===== src/rtl/Pu_types.sv =====
// Shared processing-unit scalar types.
package Pu_types;

    typedef logic [31:0] Word;

endpackage


===== src/rtl/Vector_ls_pkg.sv =====
// Vector load/store sequencer: FSM states and derived geometry helpers.
package Vector_ls_pkg;

    typedef enum logic [1:0] {
        ST_IDLE = 2'd0,
        ST_RUN  = 2'd1,
        ST_DONE = 2'd2
    } ls_state_e;

    // Scalar words per vector slice.
    function automatic int calc_spv(input int num_elems, input int elem_size, input int scalar_size);
        return num_elems * elem_size / scalar_size;
    endfunction

    // Scalar words across all slices.
    function automatic int calc_nsc(input int spv, input int num_slices);
        return spv * num_slices;
    endfunction

    // Elements packed in one scalar word.
    function automatic int calc_epw(input int elem_size, input int scalar_size);
        return scalar_size / elem_size;
    endfunction

    // Index width, never below one bit so single-entry ranges still have a port.
    function automatic int idx_width(input int n);
        return (n > 1) ? $clog2(n) : 1;
    endfunction

endpackage


===== src/rtl/Vector_ls_ctrl_if.sv =====
// Control interface between the vector load/store controller and the sequencer.
interface Vector_ls_ctrl_if #(
    parameter int NUM_SLICES  = 1,
    parameter int NUM_ELEMS   = 8,
    parameter int ELEM_SIZE   = 16,
    parameter int SCALAR_SIZE = 32
);
    localparam int SPV = Vector_ls_pkg::calc_spv(NUM_ELEMS, ELEM_SIZE, SCALAR_SIZE);
    localparam int NSC = Vector_ls_pkg::calc_nsc(SPV, NUM_SLICES);
    localparam int CW  = $clog2(NSC) + 1;
    localparam int WW  = Vector_ls_pkg::idx_width(SPV);

    logic                  new_op;
    logic [CW-1:0]         count;
    logic                  we;
    Pu_types::Word         g;
    logic [NUM_ELEMS-1:0]  load_en;
    logic [WW-1:0]         sel_word;
    logic [WW-1:0]         sel_store_word;
    logic [NUM_SLICES-1:0] serial_output;
    logic                  complete;

    modport shared (
        input  new_op, count, we, g,
        output load_en, sel_word, sel_store_word, serial_output, complete
    );

    modport ctrl (
        output new_op, count, we, g,
        input  load_en, sel_word, sel_store_word, serial_output, complete
    );

endinterface


===== src/rtl/vector_ls_index_decode.sv =====
// Combinational decode of a flat word index into slice/word selects and element enables.
module vector_ls_index_decode
    import Vector_ls_pkg::*;
#(
    parameter int NUM_SLICES  = 1,
    parameter int NUM_ELEMS   = 8,
    parameter int ELEM_SIZE   = 16,
    parameter int SCALAR_SIZE = 32
) (
    input  logic [idx_width(calc_nsc(calc_spv(NUM_ELEMS, ELEM_SIZE, SCALAR_SIZE), NUM_SLICES))-1:0] idx,
    input  logic                  we,
    input  logic                  active,
    output logic [NUM_ELEMS-1:0]  load_en,
    output logic [idx_width(calc_spv(NUM_ELEMS, ELEM_SIZE, SCALAR_SIZE))-1:0] sel_word,
    output logic [idx_width(calc_spv(NUM_ELEMS, ELEM_SIZE, SCALAR_SIZE))-1:0] sel_store_word,
    output logic [NUM_SLICES-1:0] serial_output
);
    localparam int SPV = calc_spv(NUM_ELEMS, ELEM_SIZE, SCALAR_SIZE);
    localparam int EPW = calc_epw(ELEM_SIZE, SCALAR_SIZE);
    localparam int WW  = idx_width(SPV);

    // Word within the slice; the arithmetic is done at 32 bits so a power-of-two
    // SPV never truncates to a zero divisor.
    logic [WW-1:0] word;
    assign word = WW'(32'(idx) % SPV);

    // Only one of the two word selects is live per beat; the other stays 0.
    assign sel_word       = (active &&  we) ? word : '0;
    assign sel_store_word = (active && !we) ? word : '0;

    // Each element is enabled when its owning scalar word is the current one.
    for (genvar e = 0; e < NUM_ELEMS; e++) begin : g_elem
        assign load_en[e] = active && we && ((32'(idx) % SPV) == (e / EPW));
    end

    // One-hot select of the slice holding the current word.
    for (genvar s = 0; s < NUM_SLICES; s++) begin : g_slice
        assign serial_output[s] = active && ((32'(idx) / SPV) == s);
    end

endmodule


===== src/rtl/vector_ls_sequencer.sv =====
// Vector load/store sequencer: walks a run of scalar words across the vector
// slices, one beat per cycle, and pulses complete when the run is over.
module vector_ls_sequencer
    import Vector_ls_pkg::*;
#(
    parameter int NUM_SLICES  = 1,
    parameter int NUM_ELEMS   = 8,
    parameter int ELEM_SIZE   = 16,
    parameter int SCALAR_SIZE = 32
) (
    input  logic             clk,
    input  logic             reset,
    Vector_ls_ctrl_if.shared ls
);
    localparam int SPV = calc_spv(NUM_ELEMS, ELEM_SIZE, SCALAR_SIZE);
    localparam int NSC = calc_nsc(SPV, NUM_SLICES);
    localparam int IW  = idx_width(NSC);
    localparam int WW  = idx_width(SPV);
    localparam int CW  = $clog2(NSC) + 1;

    ls_state_e     state_q, state_d;
    logic [IW-1:0] idx_q,   idx_d;
    logic [CW-1:0] rem_q,   rem_d;
    logic          we_q,    we_d;

    logic [IW-1:0] g_lo, g_mod;
    logic [CW-1:0] cnt_clamped;
    logic          g_unused;

    assign g_lo     = ls.g[IW-1:0];
    assign g_unused = ^ls.g;

    // g_lo is below 2*NSC, so one conditional subtract gives g mod NSC. When
    // NSC is a power of two the cast constant is 0 and g_lo passes through.
    assign g_mod       = (g_lo >= IW'(NSC)) ? g_lo - IW'(NSC) : g_lo;
    assign cnt_clamped = (ls.count > CW'(NSC)) ? CW'(NSC) : ls.count;

    // State register and latched operation.
    always_ff @(posedge clk or negedge reset) begin
        if (!reset) begin
            state_q <= ST_IDLE;
            idx_q   <= '0;
            rem_q   <= '0;
            we_q    <= 1'b0;
        end else begin
            state_q <= state_d;
            idx_q   <= idx_d;
            rem_q   <= rem_d;
            we_q    <= we_d;
        end
    end

    // Next state: accept in IDLE/DONE, step index and count in RUN.
    always_comb begin
        state_d = state_q;
        idx_d   = idx_q;
        rem_d   = rem_q;
        we_d    = we_q;
        case (state_q)
            ST_RUN: begin
                idx_d = (idx_q == IW'(NSC - 1)) ? '0 : idx_q + 1'b1;
                rem_d = rem_q - 1'b1;
                if (rem_q == CW'(1)) state_d = ST_DONE;
            end
            default: begin
                if (state_q == ST_DONE) state_d = ST_IDLE;
                if (ls.new_op) begin
                    we_d    = ls.we;
                    rem_d   = cnt_clamped;
                    idx_d   = g_mod;
                    state_d = (ls.count != '0) ? ST_RUN : ST_DONE;
                end
            end
        endcase
    end

    // Decode the upcoming beat so the registered outputs line up with the state.
    logic                  run_d;
    logic [NUM_ELEMS-1:0]  dec_load_en;
    logic [WW-1:0]         dec_sel_word, dec_sel_store_word;
    logic [NUM_SLICES-1:0] dec_serial;

    assign run_d = (state_d == ST_RUN);

    vector_ls_index_decode #(
        .NUM_SLICES  (NUM_SLICES),
        .NUM_ELEMS   (NUM_ELEMS),
        .ELEM_SIZE   (ELEM_SIZE),
        .SCALAR_SIZE (SCALAR_SIZE)
    ) u_decode (
        .idx            (idx_d),
        .we             (we_d),
        .active         (run_d),
        .load_en        (dec_load_en),
        .sel_word       (dec_sel_word),
        .sel_store_word (dec_sel_store_word),
        .serial_output  (dec_serial)
    );

    logic [NUM_ELEMS-1:0]  load_en_q;
    logic [WW-1:0]         sel_word_q, sel_store_word_q;
    logic [NUM_SLICES-1:0] serial_q;
    logic                  complete_q;

    // Output registers; reset clears them immediately so an aborted run goes quiet.
    always_ff @(posedge clk or negedge reset) begin
        if (!reset) begin
            load_en_q        <= '0;
            sel_word_q       <= '0;
            sel_store_word_q <= '0;
            serial_q         <= '0;
            complete_q       <= 1'b0;
        end else begin
            load_en_q        <= dec_load_en;
            sel_word_q       <= dec_sel_word;
            sel_store_word_q <= dec_sel_store_word;
            serial_q         <= dec_serial;
            complete_q       <= (state_d == ST_DONE);
        end
    end

    assign ls.load_en        = load_en_q;
    assign ls.sel_word       = sel_word_q;
    assign ls.sel_store_word = sel_store_word_q;
    assign ls.serial_output  = serial_q;
    assign ls.complete       = complete_q;

endmodule


===== src/flat_wrapper.sv =====
// flat-port wrapper written by rule: the top's interface ports become plain ports
module vector_ls_sequencer_flat import Vector_ls_pkg::*;
#(
    parameter int NUM_SLICES  = 1,
    parameter int NUM_ELEMS   = 8,
    parameter int ELEM_SIZE   = 16,
    parameter int SCALAR_SIZE = 32
)
  (clk, reset, ls_new_op, ls_count, ls_we, ls_g, ls_load_en, ls_sel_word, ls_sel_store_word, ls_serial_output, ls_complete);
  Vector_ls_ctrl_if #(.NUM_SLICES(NUM_SLICES), .NUM_ELEMS(NUM_ELEMS), .ELEM_SIZE(ELEM_SIZE), .SCALAR_SIZE(SCALAR_SIZE)) ls_i ();
  input  logic clk;
  input  logic reset;
  input wire logic [$bits(ls_i.new_op)-1:0] ls_new_op;
  input wire logic [$bits(ls_i.count)-1:0] ls_count;
  input wire logic [$bits(ls_i.we)-1:0] ls_we;
  input wire logic [$bits(ls_i.g)-1:0] ls_g;
  output wire logic [$bits(ls_i.load_en)-1:0] ls_load_en;
  output wire logic [$bits(ls_i.sel_word)-1:0] ls_sel_word;
  output wire logic [$bits(ls_i.sel_store_word)-1:0] ls_sel_store_word;
  output wire logic [$bits(ls_i.serial_output)-1:0] ls_serial_output;
  output wire logic [$bits(ls_i.complete)-1:0] ls_complete;
  assign ls_i.new_op = ls_new_op;
  assign ls_i.count = ls_count;
  assign ls_i.we = ls_we;
  assign ls_i.g = ls_g;
  assign ls_load_en = ls_i.load_en;
  assign ls_sel_word = ls_i.sel_word;
  assign ls_sel_store_word = ls_i.sel_store_word;
  assign ls_serial_output = ls_i.serial_output;
  assign ls_complete = ls_i.complete;
  vector_ls_sequencer #(.NUM_SLICES(NUM_SLICES), .NUM_ELEMS(NUM_ELEMS), .ELEM_SIZE(ELEM_SIZE), .SCALAR_SIZE(SCALAR_SIZE)) u_core (.clk(clk), .reset(reset), .ls(ls_i));
endmodule

===== config.mk =====
export PLATFORM = sky130hd
export DESIGN_NAME = vector_ls_sequencer_flat
export DESIGN_NICKNAME = d
export VERILOG_FILES = /design/src/rtl/Pu_types.sv /design/src/rtl/Vector_ls_pkg.sv /design/src/rtl/Vector_ls_ctrl_if.sv /design/src/rtl/vector_ls_index_decode.sv /design/src/rtl/vector_ls_sequencer.sv /design/src/flat_wrapper.sv
export SDC_FILE = /design/constraint.sdc
export NUM_CORES = 1
export LEC_CHECK = 0
export CAP_MARGIN = 10
export CORE_MARGIN = 4
export CORE_UTILIZATION = 38
export DETAILED_ROUTE_END_ITERATION = 8
export PLACE_DENSITY = 0.93
export SYNTH_ARGS = -nofsm -noshare
export SYNTH_HDL_FRONTEND = slang
export SYNTH_SLANG_ARGS = --single-unit

===== constraint.sdc =====
create_clock -name clk -period 2.4 [get_ports clk]
set_input_delay 0.72 -clock clk [delete_from_list [all_inputs] [get_ports clk]]
set_output_delay 0.72 -clock clk [all_outputs]
set_load 0.01 [all_outputs]

==> results of run 1 <==
==> worst max-delay path, cell delays in order <==
cell and delay (ps):
clkdlybuf4s50_1 670, mux2i_1 270, nor2_2 50, a21oi_2 130, inv_1 90, nor4_1 250
==> final cells by class <==
class | count | share of cell area
Sequential cell | 18 | 0.4105
Multi-Input combinational cell | 43 | 0.2839
Timing Repair Buffer | 25 | 0.2212
Clock buffer | 4 | 0.03307
Tap cell | 27 | 0.03079
Inverter | 6 | 0.02052
==> sequential cells by signal, indices dropped and copies added (netlist names) <==
name,cells
u_core.ls.sel_store_word,2
u_core.ls.load_en,4
u_core.idx_q,2
u_core.rem_q,3
u_core.ls.complete,1
u_core.ls.serial_output,1
u_core.state_q,2
u_core.ls.sel_word,2
u_core.we_q,1
==> cells in the mapped netlist, drive strengths merged <==
cell type  instances
a21bo              1
a21boi             1
a21oi              2
and2               1
and2b              1
buf                7
dfrtp             18
ha                 3
inv                6
mux2i              3
nand2              6
nand2b             1
nor2               9
nor3               5
nor4               2
o21ai              3
o22a               1
o22ai              2
o311ai             1
or4b               1
==> worst max-delay path by stage <==
stage,slack [ps],startpoint,end,cells past startpoint
after CTS,410,ls_new_op,u_core.ls.load_en[1]$_DFF_PN0_,6
after global routing,300,ls_new_op,u_core.ls.load_en[1]$_DFF_PN0_,6
after floorplan,700,ls_new_op,u_core.ls.load_en[1]$_DFF_PN0_,6
after detailed placement,90,ls_new_op,u_core.ls.load_en[1]$_DFF_PN0_,6
after global placement,130,ls_new_op,u_core.ls.load_en[5]$_DFF_PN0_,4
final,410,ls_new_op,u_core.ls.load_en[1]$_DFF_PN0_,6
==> through the flow <==
step	setup slack, ps	hold slack, ps
4_1_cts	413.6	483.2
6_report	406.0	479.9
2_1_floorplan	699.1	424.4
3_3_place_gp	130.1	460.7
3_5_place_dp	93.21	469.7
5_1_grt	302.8	499.3
==> routing by layer <==
| layer | part of all wire | vias to the layer above | global-route usage | routed length, um |
|---|---|---|---|---|
| met5 | 0 | - | 0 | 0 |
| met4 | 0.049 | 0 | 0.1093 | 83 |
| met3 | 0.042 | 6 | 0.01609 | 72 |
| met2 | 0.51 | 15 | 0.2224 | 867 |
| met1 | 0.40 | 283 | 0.1511 | 672 |
| li1 | - | 289 | - | - |
==> power by group <==
part / total [uW] / switching (uW) / internal [uW]
registers: 517 / 75.2 / 442
clock network: 185 / 92.1 / 92.4
logic: 759 / 391 / 368
==> logic make-up (layout without fill, tap and decap cells) <==
| group | count (synthesis) | count (layout) | synth area share |
|---|---|---|---|
| AO/OA/AOI/OAI | 11 | 11 | 0.1075 |
| flip-flops | 18 | 18 | 0.5373 |
| adder cells (fa/ha/maj) | 3 | 3 | 0.04478 |
| multiplexers | 3 | 3 | 0.05075 |
| AND/OR/NAND/NOR | 26 | 26 | 0.1687 |
| buffers and inverters | 13 | 35 | 0.09104 |
==> summary.txt, run 1 <==
Detailed routing
  • Detail Route Antenna Nets: 0
  • Vias per cell: around 4.8
  • Total routed wirelength: between 1.5 and 2 mm
  • Drt pass-1 iters: 4
  • # DRC: 0
  • Vias: 593
  • DRT iter0 DRCs: 10
  • DR WL/cell: roughly 14 um

Final layout
  • Fill count: about 180
  • Storage cell area: between 400 and 500 um^2
  • Final Instance Area: 0.001097 mm^2
  • Most frequent cells in the layout: clkdlybuf4s50_1 (22), dfrtp_1 (18), nor2_1 (7), nand2_1 (5), inv_1 (4)
  • Final net count: approximately 140
  • Fin cells: between 100 and 150
  • ANT cells: 0
  • Area Growth Syn to Fin: 30.90%
  • Multi-input gate area: 311.5 um^2
  • Post-layout util: 0.5427
  • Most common cell after layout, fill and taps aside: clkdlybuf4s50_1
  • Share of cells above drive strength 1: 0.1979

Clocking
  • Clock root cell: clkbuf_4
  • CTS buffer count: 3
  • CTS tree: done
  • Clock Path Buffers: 2
  • H-tree depth: 1
  • Reg clk slew, reported paths: 100 ps
  • Resized Gates After CTS: 0
  • Worst skew pair latency: slightly below 300 ps
  • # hold bufs at CTS: 0
  • Post-CTS Setup Inserts: 0
  • Total clock sinks: 18

Min path
  • Worst hold endpoint: u_core.rem_q[0]$_DFFE_PN0P_
  • HP Class: flop to flop
  • Hold depth: 1
  • Worst hold start: u_core.rem_q[0]$_DFFE_PN0P_

Synthesis
  • Synth unique cells: 29
  • Syn avg cell area: roughly 11 um^2
  • Flops & latches, synth: 18
  • Syn. warnings: 0
  • Post-Syn Instances: 74
  • Post-Syn Area: roughly 840 um^2
  • Post-synth top area share: 0.5373
  • Mapped Nets: roughly 120
  • Synth area leaders: dfrtp_1 (54%), buf_4 (4.5%), ha_1 (4.5%)
  • Cell type with the highest aggregate area in the netlist: dfrtp_1
  • Seq/Total Area, Yosys: 0.5373

Global route
  • Largest net degree at the start of global routing: 19
  • GRT overflow: 0
  • Vias in the first global route: 624
  • GRT Util Overall: 0.1331
  • Initial antenna violation count: 0
  • First-pass GRT wire length: ~2.7 mm

Placement
  • Gpl congestion: around 0.77
  • Placed Area: about 0.0011 mm^2
  • Placed insts: 119
  • Placed wire-length estimate: between 1 and 1.5 mm
  • PortBufs: 22

STA
  • Achievable clock frequency: 501.5 MHz
  • Fin. Hold Viols: 0
  • Max-slew headroom: 0.7171
  • Min Tclk post-route: roughly 2000 ps
  • Final Setup Violations: 0
  • RSZ-0062 raised after global routing: false
  • Worst Skew: between 2 and 2.5 ps
  • Post-route setup TNS: 0 ps
  • Fin crit share: 0.8308
  • Worst slew pin tran: 417.7 ps
  • Final Max Tran Viols: 0

Floorplan
  • Rows: 16
  • Top-Level Pins: 53
  • Die H: around 55 um
  • Die Span X: about 55 um
  • Initial core utilization: 0.4146
  • Die area: slightly above 0.003 mm^2
  • Core footprint: 0.002022 mm^2

Run status
  • Status: completed

Run
  • Max cap viols: 0

Worst setup path
  • Worst reg2reg path depth: 5
  • Largest fanout on the critical path: 8
  • CP Launch Type: input port
  • Crit Path Class: input port to flop
  • Crit. End Element: flop
  • R2r setup slk: 730 ps
  • Worst r2r dst: u_core.ls.load_en[3]$_DFF_PN0_
  • Arrival @ worst endpoint: 2190 ps
  • Start of the worst register-to-register path: u_core.idx_q[0]$_DFF_PN0_
  • Critical Path RT: approximately 2600 ps

Power
  • Leakage: 0.0004890 uW
  • VDD IR max: 0.5214 mV
  • Cell Pwr Density: ~1300 mW/mm^2
  • Total Power: 1461 uW
Power figures use the tool's default switching activity.
==> run 2, diff against run 1 <==
Settings changed: CORE_UTILIZATION 38 to 35, PLACE_DENSITY 0.93 to 0.87.
Clock period 2.4 ns to 2 ns, I/O delays scaled along.
==> run 2 against run 1 <==
Via count up 0.67%; critical path depth unchanged; non-clock buffer count up 4; highest routed layer is now met3; sequential power up 19%; power up 23%; cell area up 2.9%; sequential cell count unchanged; global-route usage down 1.7 points; combinational power up 27%; clock skew up 1.2 ps.
==> summary.txt, run 2 (synthesis gave the netlist of run 1 again) <==
Run status
  • Status: completed

STA
  • Fin. Hold Viols: 0 (unchanged)
  • RSZ-0062 raised after global routing: false
  • Achievable clock frequency: ~530 MHz
  • Max-slew headroom: 0.7715 (+0.05445)
  • Fin crit share: 0.9463
  • Min Tclk post-route: about 1900 ps
  • Worst Skew: 3.404 ps (+1.179 ps)
  • Final hold slack: 486.8 ps (+6.990 ps)
  • Final Setup Violations: 0 (unchanged)
  • Final Max Tran Viols: 0 (unchanged)
  • Worst slew pin tran: 337.3 ps (-80.40 ps)

Floorplan
  • Top-Level Pins: 53 (unchanged)
  • Die Span X: 56.94 um (+3.6%)
  • Die area: 0.003242 mm^2 (+7.3%)
  • Core footprint: 0.002255 mm^2 (+12%)
  • Initial core utilization: 0.3718 (-0.04279)
  • Die H: 56.94 um (+3.6%)
  • Rows: 17 (+1)

Placement
  • Placed insts: 124 (+4.2%)
  • Gpl congestion: 0.7690 (+0.26%)
  • PortBufs: 22 (unchanged)
  • Placed wire-length estimate: 1.283 mm (-2.5%)
  • Placed Area: 0.001092 mm^2 (+2.9%)

Worst setup path
  • Arrival @ worst endpoint: 2090 ps (-100 ps)
  • CP top delay family: buffers and inverters
  • Crit path max-delay cell type: clkdlybuf4s50_1
  • Crit Path Class: input port to flop
  • Critical Path RT: 2200 ps (-390 ps)
  • R2r setup slk: 360 ps (-370 ps)
  • Critical path buffers and inverters: 3 (+1)
  • Crit. End Element: flop
  • Largest fanout on the critical path: 7 (-1)
  • CP peak stage delay: 560 ps (-110 ps)
  • Critical path cell sequence: clkdlybuf4s50_1 > buf_4 > nand2_2 > mux2i_4 > inv_2 > nor3_1
  • CP Launch Type: input port
  • Worst r2r dst: u_core.ls.load_en[3]$_DFF_PN0_
  • Start of the worst register-to-register path: u_core.idx_q[0]$_DFF_PN0_
  • Worst reg2reg path depth: 5 (unchanged)

Power
  • Leakage: 0.0005082 uW (+3.9%)
  • Cell Pwr Density: 1593 mW/mm^2 (+20%)
  • VDD IR max: 0.6464 mV (+24%)

Detailed routing
  • Drt pass-1 iters: 4 (unchanged)
  • # DRC: 0 (unchanged)
  • Detail Route Antenna Nets: 0 (unchanged)
  • DRT iter0 DRCs: 22 (+12)
  • DR WL/cell: 13.21 um (-4.2%)
  • Vias: 597 (+0.67%)
  • Vias per cell: 4.664 (-3.3%)
  • Total routed wirelength: 1.691 mm (-0.29%)

Final layout
  • Fin cells: 128 (+4.1%)
  • Share of cells above drive strength 1: 0.2300 (+0.03208)
  • Largest register FFs: 4 (unchanged)
  • Most common cell after layout, fill and taps aside: clkdlybuf4s50_1
  • Fill count: 205 (+15%)
  • Most frequent cells in the layout: clkdlybuf4s50_1 (22), dfrtp_1 (18), nor2_1 (7), buf_4 (7), nand2_1 (5)
  • ANT cells: 0 (unchanged)
  • Final Instance Area: 0.001129 mm^2 (+2.9%)
  • Final net count: 143 (+2.9%)
  • Area Growth Syn to Fin: 34.63%

Global route
  • Vias in the first global route: 634 (+1.6%)
  • GRT Util Overall: 0.1157 (-0.01747)
  • Largest net degree at the start of global routing: 19 (unchanged)
  • Initial antenna violation count: 0 (unchanged)
  • GRT overflow: 0 (unchanged)
  • First-pass GRT wire length: 2.939 mm (+7.3%)

Clocking
  • Post-CTS Setup Inserts: 0 (unchanged)
  • H-tree depth: 1 (unchanged)
  • Clock root cell: clkbuf_4
  • CTS tree: done
  • Total clock sinks: 18 (unchanged)
  • Clock Path Buffers: 2 (unchanged)
  • Resized Gates After CTS: 0 (unchanged)
  • # hold bufs at CTS: 0 (unchanged)
  • Worst skew pair latency: 280 ps (about the same)
  • Reg clk slew, reported paths: 100 ps (about the same)
  • CTS buffer count: 3 (unchanged)

Min path
  • HP Class: flop to flop
  • Hold depth: 1 (unchanged)
  • Worst hold start: u_core.rem_q[0]$_DFFE_PN0P_
  • Worst hold endpoint: u_core.rem_q[0]$_DFFE_PN0P_

Run
  • Max cap viols: 0 (unchanged)
run 2: changes by cell type in the layout (fill, tap and decap cells not counted), sizes merged:
cell / previous run / this run
buf: 3 / 7
run 2: how the worst max path moves through the flow:
stage | startpoint | end | slack, ps | depth (start not counted)
final | ls_new_op | u_core.ls.sel_store_word[1]$_DFF_PN0_ | 110 | 6
after global routing | ls_new_op | u_core.ls.sel_store_word[1]$_DFF_PN0_ | 6 | 6
after CTS | ls_new_op | u_core.ls.sel_store_word[1]$_DFF_PN0_ | 130 | 6
after detailed placement | ls_new_op | u_core.ls.sel_store_word[1]$_DFF_PN0_ | -170 | 6
after global placement | ls_new_op | u_core.ls.sel_store_word[1]$_DFF_PN0_ | -110 | 6
after floorplan | ls_new_op | u_core.ls.load_en[1]$_DFF_PN0_ | 420 | 6
run 2: where the power goes:
part | internal [uW] | switching, uW | total [uW]
sequential | 530 | 87.1 | 617
clock | 111 | 105 | 216
combinational | 479 | 486 | 965
run 2: area by class of cell:
class	count	area (um^2)	share of cell area
flip-flops and latches	18	450.4	0.3991
repair buffers	29	272.8	0.2417
well taps	28	35.03	0.03104
multi-input cells	43	311.5	0.2761
inverters	6	22.52	0.01996
clock buffers	4	36.28	0.03215
run 2: metal layers:
layer | track usage | wire length, um
met5 | 0 | 0
met4 | 0.04967 | 0
met3 | 0.02489 | 63
met2 | 0.1860 | 853
met1 | 0.1504 | 774
run 2: per-stage QoR:
step           TNS, ps    util  total power (uW)  setup WS [ps]
2_1_floorplan        0       -              1225          419.1
4_1_cts              0  0.5006              1809          129.2
3_3_place_gp    -343.9  0.4845              1541         -111.0
5_1_grt              0  0.5006              1934          5.862
3_5_place_dp    -712.5  0.4845              1585         -168.0
6_report             0  0.5006              1798          107.5
==> run 3, diff against run 2 <==
Settings changed: ABC_CLOCK_PERIOD_IN_PS from default to 2000, CAP_MARGIN 10 to default.
==> results of run 3 <==
No change in the layout: final DEF, timing and power equal those of run 2.
